File: config.mk
export PLATFORM = sky130hd
export DESIGN_NAME = kw_sum_serial
export DESIGN_NICKNAME = d
export VERILOG_FILES = /design/src/rtl/kw_sum_serial.sv
export SDC_FILE = /design/constraint.sdc
export NUM_CORES = 1
export LEC_CHECK = 0
export ABC_AREA = 1
export CAP_MARGIN = 20
export CORE_MARGIN = 2
export CORE_UTILIZATION = 35
export DETAILED_ROUTE_END_ITERATION = 6
export MAX_ROUTING_LAYER = met4
export PLACE_DENSITY_LB_ADDON = 0.2
export SETUP_SLACK_MARGIN = 0.3
export SYNTH_ARGS = -nofsm -noshare
export SYNTH_HDL_FRONTEND = slang
export SYNTH_SLANG_ARGS = --single-unit
File: constraint.sdc
create_clock -name clock -period 1.5 [get_ports clock]
set_input_delay 0.225 -clock clock [delete_from_list [all_inputs] [get_ports clock]]
set_output_delay 0.225 -clock clock [all_outputs]
set_load 0.1 [all_outputs]
File: src/rtl/kw_sum_serial.sv
// kw_sum_serial
//   Serial vector summer. Operands arrive one per beat on a valid/ready
//   input stream and are accumulated; each completed frame produces one
//   registered {sum, count} result on a valid/ready output stream.
//
//   Handshake: a transfer happens on a rising clock edge where valid and
//   ready are both high. Producers hold data stable while valid && !ready.
//   The result stays stable while out_valid && !out_ready.
//
// Ports
//   clock      : rising-edge clock for all state
//   reset_n    : asynchronous active-low reset
//   in_valid   : operand beat offered
//   in_ready   : beat accepted when in_valid && in_ready
//   in_data    : operand value
//   in_last    : final beat of a short frame (ignored on beat NUM_INPUTS)
//   out_valid  : out_sum/out_count hold a completed frame
//   out_ready  : consumer accepts when out_valid && out_ready
//   out_sum    : frame sum modulo 2^DATA_WIDTH
//   out_count  : number of beats in the frame (1..NUM_INPUTS)
//   dbg_phase  : current frame phase (0 = FIRST, 1 = ACCUM)
module kw_sum_serial #(
    parameter int DATA_WIDTH = 8,
    parameter int NUM_INPUTS = 4,
    parameter int CNT_WIDTH  = $clog2(NUM_INPUTS + 1)
) (
    input  logic                  clock,
    input  logic                  reset_n,
    input  logic                  in_valid,
    output logic                  in_ready,
    input  logic [DATA_WIDTH-1:0] in_data,
    input  logic                  in_last,
    output logic                  out_valid,
    input  logic                  out_ready,
    output logic [DATA_WIDTH-1:0] out_sum,
    output logic [CNT_WIDTH-1:0]  out_count,
    output logic                  dbg_phase
);

    typedef enum logic {
        PH_FIRST = 1'b0,
        PH_ACCUM = 1'b1
    } phase_t;

    localparam logic [CNT_WIDTH-1:0] LP_MAX_CNT = CNT_WIDTH'(NUM_INPUTS);
    localparam logic [CNT_WIDTH-1:0] LP_ONE     = CNT_WIDTH'(1);

    phase_t                  r_phase;
    logic [DATA_WIDTH-1:0]   r_acc;
    logic [CNT_WIDTH-1:0]    r_cnt;
    logic                    r_out_valid;
    logic [DATA_WIDTH-1:0]   r_out_sum;
    logic [CNT_WIDTH-1:0]    r_out_count;

    phase_t                  w_phase_d;
    logic [DATA_WIDTH-1:0]   w_acc_d;
    logic [CNT_WIDTH-1:0]    w_cnt_d;
    logic                    w_out_valid_d;
    logic [DATA_WIDTH-1:0]   w_out_sum_d;
    logic [CNT_WIDTH-1:0]    w_out_count_d;

    logic                    w_accept;
    logic [DATA_WIDTH-1:0]   w_acc_next;
    logic [CNT_WIDTH-1:0]    w_cnt_next;
    logic                    w_frame_end;

    // Any unconsumed result stalls every input beat, so readiness never
    // depends on the phase or on in_valid.
    assign in_ready  = reset_n && !(r_out_valid && !out_ready);
    assign w_accept  = in_valid && in_ready;

    assign out_valid = r_out_valid;
    assign out_sum   = r_out_sum;
    assign out_count = r_out_count;
    assign dbg_phase = r_phase;

    always_comb begin
        // The first beat of a frame loads the accumulator directly, which
        // removes the need for a clear cycle between frames.
        w_acc_next  = (r_phase == PH_FIRST) ? in_data : (r_acc + in_data);
        w_cnt_next  = (r_phase == PH_FIRST) ? LP_ONE  : (r_cnt + LP_ONE);
        w_frame_end = in_last || (w_cnt_next == LP_MAX_CNT);

        w_phase_d     = r_phase;
        w_acc_d       = r_acc;
        w_cnt_d       = r_cnt;
        w_out_valid_d = r_out_valid;
        w_out_sum_d   = r_out_sum;
        w_out_count_d = r_out_count;

        if (r_out_valid && out_ready) begin
            w_out_valid_d = 1'b0;
        end

        if (w_accept) begin
            w_acc_d = w_acc_next;
            w_cnt_d = w_cnt_next;
            if (w_frame_end) begin
                // A completing frame overrides the drain above so a result
                // can be consumed and replaced in the same cycle.
                w_phase_d     = PH_FIRST;
                w_out_valid_d = 1'b1;
                w_out_sum_d   = w_acc_next;
                w_out_count_d = w_cnt_next;
            end else begin
                w_phase_d = PH_ACCUM;
            end
        end
    end

    always_ff @(posedge clock or negedge reset_n) begin
        if (!reset_n) begin
            r_phase     <= PH_FIRST;
            r_acc       <= '0;
            r_cnt       <= '0;
            r_out_valid <= 1'b0;
            r_out_sum   <= '0;
            r_out_count <= '0;
        end else begin
            r_phase     <= w_phase_d;
            r_acc       <= w_acc_d;
            r_cnt       <= w_cnt_d;
            r_out_valid <= w_out_valid_d;
            r_out_sum   <= w_out_sum_d;
            r_out_count <= w_out_count_d;
        end
    end

endmodule

==> results by stage <==
Die:
- From bottom edge to top edge, the die measures a little under 70 µm.
- The initial utilization of the core area, before any placement, comes to between 30% and 40%.
- The number of rows created at floorplan is 23.
- The die covers between 4000 and 5000 µm².
- The I/O pin count is 27.
- The floorplan step set the die width to 67.5 µm.
- The area of the core is 3940 µm².

Run status:
- The final reports fail on negative setup slack.
- The flow ran to the end, but the final reports show violations.

Timing:
- The highest attainable clock frequency is about 0.62 GHz.
- The maximum clock skew at final layout is 0.00646 ns.
- Setup repair after global routing could not meet its margin everywhere.
- The shortest clock period the worst path allows after layout is between 1.5 and 2 ns.
- The final hold violation count came to 0.
- The final number of setup-violating endpoints is 15.
- After layout, the worst setup slack is -0.122 ns.
- The pin slew with the least headroom to its limit is 0.236 ns.
- Measured against its own limit, the worst slew margin works out to approximately 84%.
- The number of max-slew violations in the final report is 0.
- In the final timing run, aggregate negative setup slack is -0.893 ns.
- The final period utilization is 108%.

Setup path:
- The cell type of the slowest stage on the worst timing path is dfrtp_1.
- The signal on the critical path passes through ha_2, inv_2, fa_2, inv_2, nand2_2, nand2_2, nand3b_1, nand3_1, nand3_2, nand3_1, nand2_1.
- The number of buffer and inverter instances along the worst setup path is 2.
- The required time of the worst setup path is 1.66 ns.
- The arrival time of the worst setup path is 1.78 ns.
- The maximum fanout encountered on the critical timing path is 3.
- The worst setup path is of the register to register kind.
- The worst setup path is launched from a register.
- The type of element capturing the critical path is a register.
- The stage delay of the slowest cell on the critical path is 0.38 ns.
- The kind of cell with the highest combined delay along the critical path is simple AND/OR/NAND/NOR gates.

Logic synthesis:
- The post-synthesis register bit count is 24.
- The proportion of synthesized flip-flops having asynchronous set or reset is 100%.
- In the synthesized netlist, the cells that appear most often are nand2_1, dfrtp_1, inv_1, nand3_1, o21ai_0.
- In the synthesized netlist, the number of instances is ~190.
- The most frequently used cell type in the post-synthesis netlist is nand2_1.
- Summing the sequential cell areas from Yosys gives a little over two fifths of the chip area.
- Among all flip-flop cells after synthesis, the most frequent one is dfrtp_1.
- The number of flops mapped to enable cells by yosys is 0.
- The post-synthesis instance area is ~1400 µm².
- During synthesis, Yosys emitted a total of 0 warnings.
- Averaged over all synthesized cells, the footprint is roughly 7.6 µm².
- The synthesized design spends more area on one cell type than any other, namely dfrtp_1.
- When the netlist entered floorplanning its net count stood at 207.
- Of the post-synthesis cell area, the dominant cell type holds between 40 and 50%.
- Counting distinct cell types in the post-synthesis netlist gives 22.
- In the post-synthesis netlist, the biggest area contributors are dfrtp_1, nand2_1, ha_1.

Power:
- The power density of the placed cells is between 1500 and 2000 nW/µm².
- The static power due to leakage is roughly 1.3 nW.
- The maximum vdd ir drop is 0.710 mV.

Route:
- For this block, the routed nets add up to just under 4000 µm of wire.
- The number of DRC violations after detailed routing is 0.
- The routed via count is 1403.
- Using the TritonRoute via totals, the vias-per-cell ratio works out to 4.72.
- In the final routed layout, each cell accounts on average for around 13 µm.
- The first detailed-routing pass took 4 iterations.
- Once detail routing completed, the nets flagged for antenna violations numbered 0.
- The count of routing violations after the opening detailed-route iteration is 48.

Place:
- Detailed placement finished with a half-perimeter wire length of approximately 2400 µm.
- The weighted congestion at the end of routability-driven global placement is between 0.8 and 0.9.
- Port buffering added 26 buffers.
- The cell area reported after detailed placement is slightly above 2000 µm².
- The number of placed instances, taps included is roughly 270.
- At the placement stage, the worst setup path has a slack of -0.482 ns.

Finish:
- The finished cells cover approximately 2600 µm².
- The count of antenna diodes in the layout is 0.
- The post-route netlist has 49.0% of its cells at a drive strength greater than 1.
- The layout overhead on the synthesized area is 82.2%.
- Cells fill around 65% of the core in the end.
- The count of cells in the finished layout, fillers not included, comes to 297.
- The final net count is 270.

Global routing:
- The global-route wire length before repair is roughly 5800 µm.
- The via count of the first global-routing pass is around 1300.
- The pin count of the biggest net entering global routing is 15.
- Global routing finished with a remaining overflow of 0.
- Across every metal layer, demand over resource in global routing totals between 10% and 20%.
- The initial antenna violation count was 0.

CTS:
- Clock-pin slew was measured on the worst setup and hold paths at 0.09 ns.
- The clock network latency to the later pin of the worst-skew pair is 0.26 ns.
- In this run the clock root is driven by a clkbuf_8.
- In this run, CTS created clock tree buffers numbering 3.
- TritonCTS built the clock tree.
- CTS built an H-tree with a depth of 1.
- The total clock sinks is 24.
- The worst-case clock buffer depth is 2.

Min path:
- The worst hold path belongs to the class primary input to register.

Job:
- Across the run, the number of max-cap violations was 0.
[metrics by stage]
step | total power, mW | hold slack (ns)
after global routing | 5.26 | 0.461
after floorplan | 2.95 | -0.0706
after detailed placement | 3.94 | 0.478
after global placement | 3.92 | 0.473
after CTS | 4.64 | 0.434
final | 4.98 | 0.413
[where the power goes]
part,internal [mW],switching [mW]
combinational,1.42,2.01
sequential,0.896,0.256
clock,0.190,0.212
total,2.51,2.48
[per-layer routing]
metal	wire length [µm]	up-vias	global-route usage, %
met5	0	-	-
met4	19	0	4.34
met3	120	2	2.67
met2	2150	19	28.6
met1	1680	669	22.9
li1	-	713	-
[area by class of cell]
type,count,area [µm²]
clock buffer,4,45.0
fill,300,1370
inverter,18,81.3
multi-input combinational,139,976
sequential,24,608
tap,50,62.6
timing repair buffer,61,790
timing repair inverter,1,11.3
[cells by family (layout without fill, tap and decap cells)]
family / after synthesis / after routing / share of synthesized area, %
AND/OR/NAND/NOR: 113 / 113 / 35.3
buffers and inverters: 22 / 84 / 7.17
adder cells (fa/ha/maj): 9 / 9 / 8.50
AO/OA/AOI/OAI: 16 / 16 / 5.93
flip-flops: 24 / 24 / 42.5
XOR/XNOR: 1 / 1 / 0.620
[placed cells by master, fill, tap and decap left out, types with 7 or more instances in the layout]
master / count
inv_1: 12
buf_4: 15
nand2_1: 60
o21ai_2: 7
dfrtp_1: 22
buf_12: 17
nand3_2: 11
buf_6: 15
nand2_2: 15
[path summary, 6_finish.rpt]
kind                       depth (start not counted)  slack [ns]       start          to
max in group asynchronous                          2        0.87     reset_n   dbg_phase
hold / removal                                     4        0.41  in_data[6]  out_sum[6]
setup reg to reg                                  11       -0.12    r_acc[0]    r_acc[6]
hold reg to reg                                    2        0.52    r_acc[7]    r_acc[7]
setup / recovery                                  11       -0.12    r_acc[0]    r_acc[6]
min in group asynchronous                          2        0.45     reset_n  out_sum[1]
[worst reg2reg max path, stage by stage (launching register included)]
cell and delay (ns):
dfrtp_1 0.38, ha_2 0.19, inv_2 0.04, fa_2 0.32, inv_2 0.07, nand2_2 0.05
nand2_2 0.08, nand3b_1 0.10, nand3_1 0.09, nand3_2 0.08, nand3_1 0.07, nand2_1 0.05
[flip-flops by register name (all words and copies together), names as in the netlist]
| signal | flops |
|---|---|
| r_acc | 8 |
| out_sum | 8 |
| r_cnt | 3 |
| out_count | 3 |
| out_valid | 1 |
| dbg_phase | 1 |
[timing repair]
action | 4_1_cts | 5_1_grt
pin swaps | 21 | 21
endpoints found under the setup margin | 22 | 27
hold buffers | 0 | 0
buffers inserted | 13 | 8
gates resized for setup | 38 | 46
gates cloned | 2 | 1
Power figures use the tool's default switching activity.
